==> config.mk <==
export PLATFORM = sky130hd
export DESIGN_NAME = fetch_stage
export DESIGN_NICKNAME = d
export VERILOG_FILES = /design/src/rtl/fetch_stage.sv
export SDC_FILE = /design/constraint.sdc
export NUM_CORES = 1
export LEC_CHECK = 0
export BUFFER_PORTS_ARGS = -buffer_cell sky130_fd_sc_hd__buf_2
export CORE_UTILIZATION = 38
export CTS_CLUSTER_DIAMETER = 200
export DETAILED_ROUTE_END_ITERATION = 10
export HOLD_SLACK_MARGIN = 0.06
export PLACE_DENSITY_LB_ADDON = 0.15
export SLEW_MARGIN = 5
export SYNTH_ARGS = -nofsm -noshare
export SYNTH_HDL_FRONTEND = slang
export SYNTH_SLANG_ARGS = --single-unit
==> constraint.sdc <==
create_clock -name clk -period 2.2 [get_ports clk]
set_input_delay 0.44 -clock clk [delete_from_list [all_inputs] [get_ports clk]]
set_output_delay 0.44 -clock clk [all_outputs]
set_load 0.05 [all_outputs]
==> src/rtl/fetch_stage.sv <==
// IF stage of the 5-stage pipeline: owns the PC and the IF/ID register.
// Redirects from ID flush IF/ID with a nop bubble, and stalls freeze everything.
module fetch_stage #(
  parameter logic [31:0] RESET_PC = 32'd100
) (
  input  logic        clk,
  input  logic        reset,
  input  logic        stall,
  input  logic        branch_taken,
  input  logic [31:0] branch_target,
  input  logic        jump,
  input  logic [25:0] jump_index,
  output logic [31:0] pc,
  input  logic [31:0] instruction,
  output logic [31:0] ifid_instr,
  output logic [31:0] ifid_pc4,
  output logic        ifid_valid,
  output logic        align_err
);

  logic [31:0] pc_plus4;
  logic [31:0] branch_pc;
  logic [31:0] jump_pc;
  logic        branch_misaligned;

  // The jump region comes from the delay-slot address held in IF/ID, not from the current pc.
  always_comb begin
    pc_plus4          = pc + 32'd4;
    branch_pc         = {branch_target[31:2], 2'b00};
    jump_pc           = {ifid_pc4[31:28], jump_index, 2'b00};
    branch_misaligned = |branch_target[1:0];
  end

  always_ff @(posedge clk) begin
    if (reset) begin
      pc         <= RESET_PC;
      ifid_instr <= 32'd0;
      ifid_pc4   <= 32'd0;
      ifid_valid <= 1'b0;
      align_err  <= 1'b0;
    end else if (branch_taken) begin
      pc         <= branch_pc;
      ifid_instr <= 32'd0;
      ifid_pc4   <= 32'd0;
      ifid_valid <= 1'b0;
      align_err  <= align_err | branch_misaligned;
    end else if (jump) begin
      pc         <= jump_pc;
      ifid_instr <= 32'd0;
      ifid_pc4   <= 32'd0;
      ifid_valid <= 1'b0;
    end else if (!stall) begin
      pc         <= pc_plus4;
      ifid_instr <= instruction;
      ifid_pc4   <= pc_plus4;
      ifid_valid <= 1'b1;
    end
  end

endmodule
==> results of run 1 <==
## worst min-delay path by stage
stage,depth (start not counted),from,end,slack (ps)
after global placement,2,align_err,align_err,430
final,3,instruction[13],ifid_instr[13],320
after CTS,3,instruction[19],ifid_instr[19],310
after floorplan,2,branch_target[2],pc[2],570
after global routing,3,instruction[2],ifid_instr[2],320
after detailed placement,2,align_err,align_err,440
## metrics by stage
step                      cells  worst slack, ps  total power (W)    util
final                       921            224.0         0.004382  0.5170
after global routing        921            32.63         0.004556  0.5170
after CTS                   921            233.9         0.004411  0.5170
after detailed placement    905            254.2         0.002721  0.4904
after global placement      905            291.5         0.002709  0.4904
after floorplan             564            114.8         0.002436       -
## layout make-up
class                   count  share of cell area
repair buffers            218              0.1855
well taps                 168             0.03343
inverters                   9            0.005373
flip-flops and latches     94              0.2997
multi-input cells         416              0.4247
clock buffers               9             0.03582
clock inverters             7             0.01552
## cells in the mapped netlist, types with 2 or more instances
library cell / instances
inv_1: 9
o211a_1: 3
mux2i_1: 43
a222oi_1: 2
xnor2_1: 25
buf_4: 4
nor4_1: 2
o21ai_0: 32
o211ai_1: 5
nor3_2: 3
nor2_1: 70
nand2b_1: 3
o22ai_1: 9
o21a_1: 5
and4_4: 3
o31ai_1: 4
and3_1: 4
clkbuf_1: 28
nor4_4: 3
o31a_1: 3
buf_6: 3
buf_1: 2
nor4_2: 2
a211oi_1: 15
a221oi_1: 2
nor2b_1: 4
dfxtp_1: 94
nand3_1: 15
or3_1: 2
a22oi_1: 6
buf_2: 7
a21oi_1: 46
xor2_1: 3
nor3_1: 17
nand2_1: 48
nand4_1: 8
nor4b_4: 2
and4_1: 2
## power groups by stage
stage	Clock, W	Sequential (W)	Combinational [W]
after floorplan	0	0.00209	0.000347
after global placement	0	0.00188	0.000827
after detailed placement	0	0.00189	0.000835
after CTS	0.00173	0.00185	0.000838
after global routing	0.00180	0.00186	0.000895
final	0.00169	0.00185	0.000839
## metal layers
layer  vias to the layer above  global-route usage  wire, um
met5                         -                   0         0
met4                         0             0.08398       285
met3                        18             0.06247      1233
met2                       216              0.4125      7476
met1                      2283              0.3031      6712
li1                       2384                   -         -
## worst max-delay path: cells and delay by family, from the launching register on
kind	cells	cell delay, ps
compound gates	2	180
flops	1	440
simple gates	3	1230
## logic make-up after synthesis
kind of cell               after synthesis
xor gates and xnor gates                28
adders and majority gates                1
DFF                                     94
other                                    1
AOI/OAI and AO/OA                      141
buffers and inverters                   54
and+or+nand+nor                        199
muxes                                   43
## registers in the layout (all words and copies together) (netlist names)
register	count
pc	30
ifid_pc4	30
ifid_instr	32
ifid_valid	1
align_err	1
==> metrics.md, run 1 <==
| Metric | Value |
|---|---|
| Distinct cells, synth | `61` |
| Slowest library cell on the worst path | `or4_1` |
| Critical R2R Launch | `pc[11]` |
| Tot GR Track Use | `0.2447` |
| Crit share post-route | `0.8982` |
| Top FF cell, synth | `dfxtp_1` |
| Area of the multi-input gates | `between 2000 and 3000 sq um` |
| Hold_ws | `318.3 ps` |
| Number of global-route vias before repair | `about 4700` |
| Type of origin of the critical path | `flip-flop` |
| P per Cell Area | `~700 nW/um^2` |
| IO Pins | `about 190` |
| Clock transition at path regs | `70 ps` |
| Max Cap Violations | `0` |
| Reg area | `1884 sq um` |
| Final slew viol count | `0` |
| Cell-internal power | `approximately 0.003 W` |
| Post-synthesis xor/xnor area fraction | `0.05122` |
| Effective utilization at floorplan | `0.3937` |
| Total number of vias | `4901` |
| Dpl hpwl | `11860 um` |
| Number of DRC markers in iteration 0 | `321` |
| Run status | `completed` |
| Count of input and output buffers | `188` |
| Req. time, crit path | `2430 ps` |
| Worst Setup Path Type | `reg -> reg` |
| First-pass GRT wire length | `between 20000 and 25000 um` |
| Ant. Diodes | `0` |
| Die footprint | `13050 sq um` |
| Final Hold Viols | `0` |
| Leakage | `2.868 nW` |
| DRC violations left | `0` |
| Period minus WS final | `1976 ps` |
| CTS tree | `yes` |
| Flops & latches, synth | `between 90 and 100` |
| Synth top area share | `0.3930` |
| Terminus of the critical flop-to-flop path | `pc[19]` |
| Die Y | `roughly 110 um` |
| Final #Nets | `844` |
| Critical Path AT | `2210 ps` |
| Post-Synth Simple-Gate Area | `0.2250` |
| Most common library cell in the layout ignoring fill and taps | `buf_2` |
| Combinational power share | `0.191` |
| Sequential Power Share | `0.422` |
| Slowest stage delay, CP | `590 ps` |
| Fin area | `6287 sq um` |
| Maximum vdd drop | `0.4746 mV` |
| Worst slew margin | `0.6145` |
| CTS Hold Bufs | `0` |
| Initial antenna violation count | `0` |
| Post-synthesis mux area share | `0.08989` |
| Adder-Cell Fraction of Synth Area | `0.002613` |
| Resized cells post-CTS | `0` |
| Remaining antenna violation count | `0` |
| Clk_lat worst skew | `350 ps` |
| Drt wl/cell | `17.05 um` |
| Largest family of logic cells by synthesized area | `simple AND/OR/NAND/NOR gates` |
| Sink Count | `94` |
| Critical path fanouts, max | `11` |
| Commonest non-fill, non-tap cells in the layout | `188 x buf_2, 92 x dfxtp_1, 70 x nor2_1` |
| Cell Rows | `40` |
| Aggregate routed wire length | `15710 um` |
| Sw Ratio | `0.3039` |
| Asr flop ratio synth | `0` |
| Avg Cell Area, Syn | `8.535 sq um` |
| CTS Buf Count | `9` |
| Compound-Gate Fraction of Synth Area | `0.1853` |
| Net Sw Power | `about 0.0013 W` |
| Post-CTS Setup Inserts | `0` |
| Worst setup EP type | `flip-flop` |
| Largest net degree at the start of global routing | `40` |
| Total gr overflow | `0` |
| Die width | `114.3 um` |
| Fill count | `1198` |
| Fmax | `506.1 MHz` |
| CTS H-tree lvls | `3` |
| Post-synth EDFFs | `0` |
| RSZ-0062 raised after global routing | `false` |
| Slew @ Worst Pin | `577.6 ps` |
| CP Cell Sequence | `and4_4 > nand4_2 > or4_1 > o31ai_1 > a211oi_1` |
| YS warnings | `0` |
| TritonRoute pass-1 iters | `5` |
| Setup crit end | `pc[19]` |
| Core Region | `12160 sq um` |
| Final setup fails | `0` |
| Min-Delay Path Class | `in -> reg` |
| Setup_tns | `0 ps` |
| Placed cell areas | `5964 sq um` |
| Bufs on Longest Clock Path | `2` |
| Clk network pwr share | `0.387` |
| Fraction of final layout cells with drive strength greater than 1 | `0.3426` |
| Synth area leaders | `dfxtp_1 39%, mux2i_1 9.0%, nor2_1 5.5%` |
| Critical Path Source | `pc[11]` |
| R2r setup slk | `220 ps` |
| Yosys top cell by area | `dfxtp_1` |
| Vias per Instance | `roughly 5.3` |
| Sequential element share of the synthesized area | `0.3930` |
| Final Skew | `6.481 ps` |
| Area growth, synth to finish | `31.30%` |
| Cells after Synth | `561` |
| Reg2Reg Depth | `5` |
| Clock root buffer | `clkbuf_16` |
| RePlAce Congestion | `0.8627` |
| Mapped Area | `4788 sq um` |
Note: power is estimated with default switching activity, not from simulation.
==> run 2: changes to the inputs <==
ABC_AREA = 1   (was unset)
==> metrics.md, run 2 <==
| Metric | Value |
|---|---|
| Aggregate routed wire length | `14720 um` |
| Fin area | `slightly above 6000 sq um` |
| Fraction of final layout cells with drive strength greater than 1 | `0.2572` |
| Cell Rows | `40` |
| Flops & latches, synth | `94` |
| IO Pins | `193` |
| Area growth, synth to finish | `30.69%` |
| Maximum vdd drop | `0.3666 mV` |
| Critical path fanouts, max | `5` |
| Top FF cell, synth | `dfxtp_1` |
| Ant. Diodes | `0` |
| Core Region | `12060 sq um` |
| Number of DRC markers in iteration 0 | `361` |
| Die Y | `approximately 110 um` |
| Hold_ws | `307.8 ps` |
| Final Hold Viols | `0` |
| Setup_tns | `0 ps` |
| Clk_lat worst skew | `between 300 and 400 ps` |
| Resized cells post-CTS | `0` |
| Die footprint | `approximately 13000 sq um` |
| Max Cap Violations | `0` |
| RSZ-0062 raised after global routing | `false` |
| Fin util | `0.5124` |
| TritonRoute pass-1 iters | `4` |
| Effective utilization at floorplan | `0.3921` |
| Period minus WS final | `between 1500 and 2000 ps` |
| Sequential element share of the synthesized area | `0.3979` |
| Run status | `completed` |
| Count of input and output buffers | `~190` |
| Slowest stage delay, CP | `390 ps` |
| CTS H-tree lvls | `3` |
| Sink Count | `94` |
| Biggest regs | `ifid_instr (32), ifid_pc4 (30), pc (30)` |
| Drt wl/cell | `between 10 and 15 um` |
| Largest net degree at the start of global routing | `47` |
| Final slew viol count | `0` |
| Most frequent cells after synthesis | `177 x nand2_1, 102 x nor2_1, 94 x dfxtp_1` |
| CTS tree | `yes` |
| Dpl hpwl | `10640 um` |
| Slowest library cell on the worst path | `dfxtp_1` |
| Mapped Area | `roughly 4700 sq um` |
| Max reg flops | `32` |
| Cells after Synth | `728` |
| CTS Hold Bufs | `0` |
| Final Skew | `8.661 ps` |
| Number of global-route vias before repair | `~4700` |
| Type of origin of the critical path | `flip-flop` |
| Min-Delay Path Class | `in -> reg` |
| YS warnings | `0` |
| Most instantiated library cell after synthesis | `nand2_1` |
| CP Cell Sequence | `ha_1 > nand2_2 > nor2_4 > nand2_1 > nor2_2 > nand2_1 > nand2_1 > nand3_1 > o211ai_1 > inv_1` |
| Die width | `between 100 and 150 um` |
| Most common library cell in the layout ignoring fill and taps | `buf_2` |
| Synth top area share | `0.3979` |
| Post-synth EDFFs | `0` |
| Post-CTS Setup Inserts | `0` |
| Req. time, crit path | `2430 ps` |
| Crit share post-route | `0.7793` |
| Most flop-heavy register | `ifid_instr` |
| Critical Path AT | `slightly below 2000 ps` |
| Fmax | `roughly 600 MHz` |
| Tot GR Track Use | `0.2323` |
| Final setup fails | `0` |
| P per Cell Area | `713.4 nW/um^2` |
| Bufs on Longest Clock Path | `2` |
| Worst Setup Path Type | `reg -> reg` |
| Commonest non-fill, non-tap cells in the layout | `188 x buf_2, 177 x nand2_1, 102 x nor2_1` |
| Synth area leaders | `dfxtp_1 40%, nand2_1 14%, a21oi_1 9.6%` |
| Initial antenna violation count | `0` |
| Placed cell areas | `5847 sq um` |
| Most used cell, CP | `nand2_1` |
| First-pass GRT wire length | `23850 um` |
| Total gr overflow | `0` |
| Asr flop ratio synth | `0` |
| Distinct cells, synth | `28` |
| Worst setup EP type | `flip-flop` |
| Remaining antenna violation count | `0` |
| CTS Buf Count | `9` |
| Yosys top cell by area | `dfxtp_1` |
| Leakage | `approximately 3.0 nW` |
| Fill count | `1301` |
| DRC violations left | `0` |
| Vias per Instance | `4.836` |
| Clock transition at path regs | `~60 ps` |
| Final #Nets | `997` |
| RePlAce Congestion | `roughly 0.86` |
| Avg Cell Area, Syn | `6.497 sq um` |
| Total number of vias | `5194` |
| Clock root buffer | `clkbuf_16` |
-- run 2: cell count changes in the layout (fill, tap and decap cells not counted), sizes merged, moves of 15 or more --
cell | previous run | this run
buf | 218 | 203
a211oi | 16 | 0
nand2 | 50 | 180
xnor2 | 25 | 2
nand3 | 15 | 51
nor2 | 70 | 110
mux2i | 43 | 0
o21ai | 32 | 56
nor3 | 20 | 1
inv | 10 | 62
a21oi | 46 | 91
o211ai | 5 | 21
-- run 2: final timing paths --
| kind | startpoint | endpoint | slack, ps | cells past startpoint |
|---|---|---|---|---|
| min | reset | align_err | 310 | 2 |
| min reg2reg | align_err | align_err | 440 | 2 |
| max | pc[3] | ifid_pc4[24] | 490 | 10 |
| max reg2reg | pc[3] | ifid_pc4[24] | 490 | 10 |
-- run 2: cells by family after synthesis --
group,synth area share
other cells,0.0007929
fa+ha+maj,0.002645
simple gates,0.3011
xor+xnor,0.01482
compound gates,0.1915
buf+inv,0.09127
flops,0.3979
-- run 2: stage by stage --
| stage | setup slack (ps) | total power [W] | instances |
|---|---|---|---|
| 5_1_grt | 277.2 | 0.004594 | 1074 |
| 4_1_cts | 491.3 | 0.004450 | 1074 |
| 3_3_place_gp | 559.6 | 0.002719 | 1058 |
| 6_report | 485.6 | 0.004409 | 1074 |
| 3_5_place_dp | 512.9 | 0.002720 | 1058 |
| 2_1_floorplan | 323.2 | 0.002451 | 731 |
-- run 2: area by class of cell --
class / count / area [sq um] / area share
clock buffer: 11 / 252.7 / 0.04089
multi-input combinational: 530 / 2427 / 0.3927
sequential: 94 / 1882 / 0.3045
tap: 168 / 210.2 / 0.03401
inverter: 63 / 236.5 / 0.03826
timing repair buffer: 203 / 1091 / 0.1765
clock inverter: 5 / 81.33 / 0.01316
-- run 2: critical path, delay by kind of cell, from the launching register on --
kind                     cells  cell delay (ps)
AO/OA/AOI/OAI                1              100
adder cells (fa/ha/maj)      1              210
buffers and inverters        1               70
flip-flops                   1              390
AND/OR/NAND/NOR              7              840
-- run 2: power breakdown --
group	internal [W]	switching, W	leakage, nW	total (W)
logic	0.000247	0.000578	2.09	0.000825
clock network	0.00106	0.000669	0.162	0.00173
registers	0.00177	0.0000834	0.768	0.00186
-- run 2: layer usage --
layer	part of all wire	GRT usage
met1	0.46	0.3183
met2	0.46	0.3752
met3	0.062	0.04198
met4	0.014	0.06228
met5	0	0
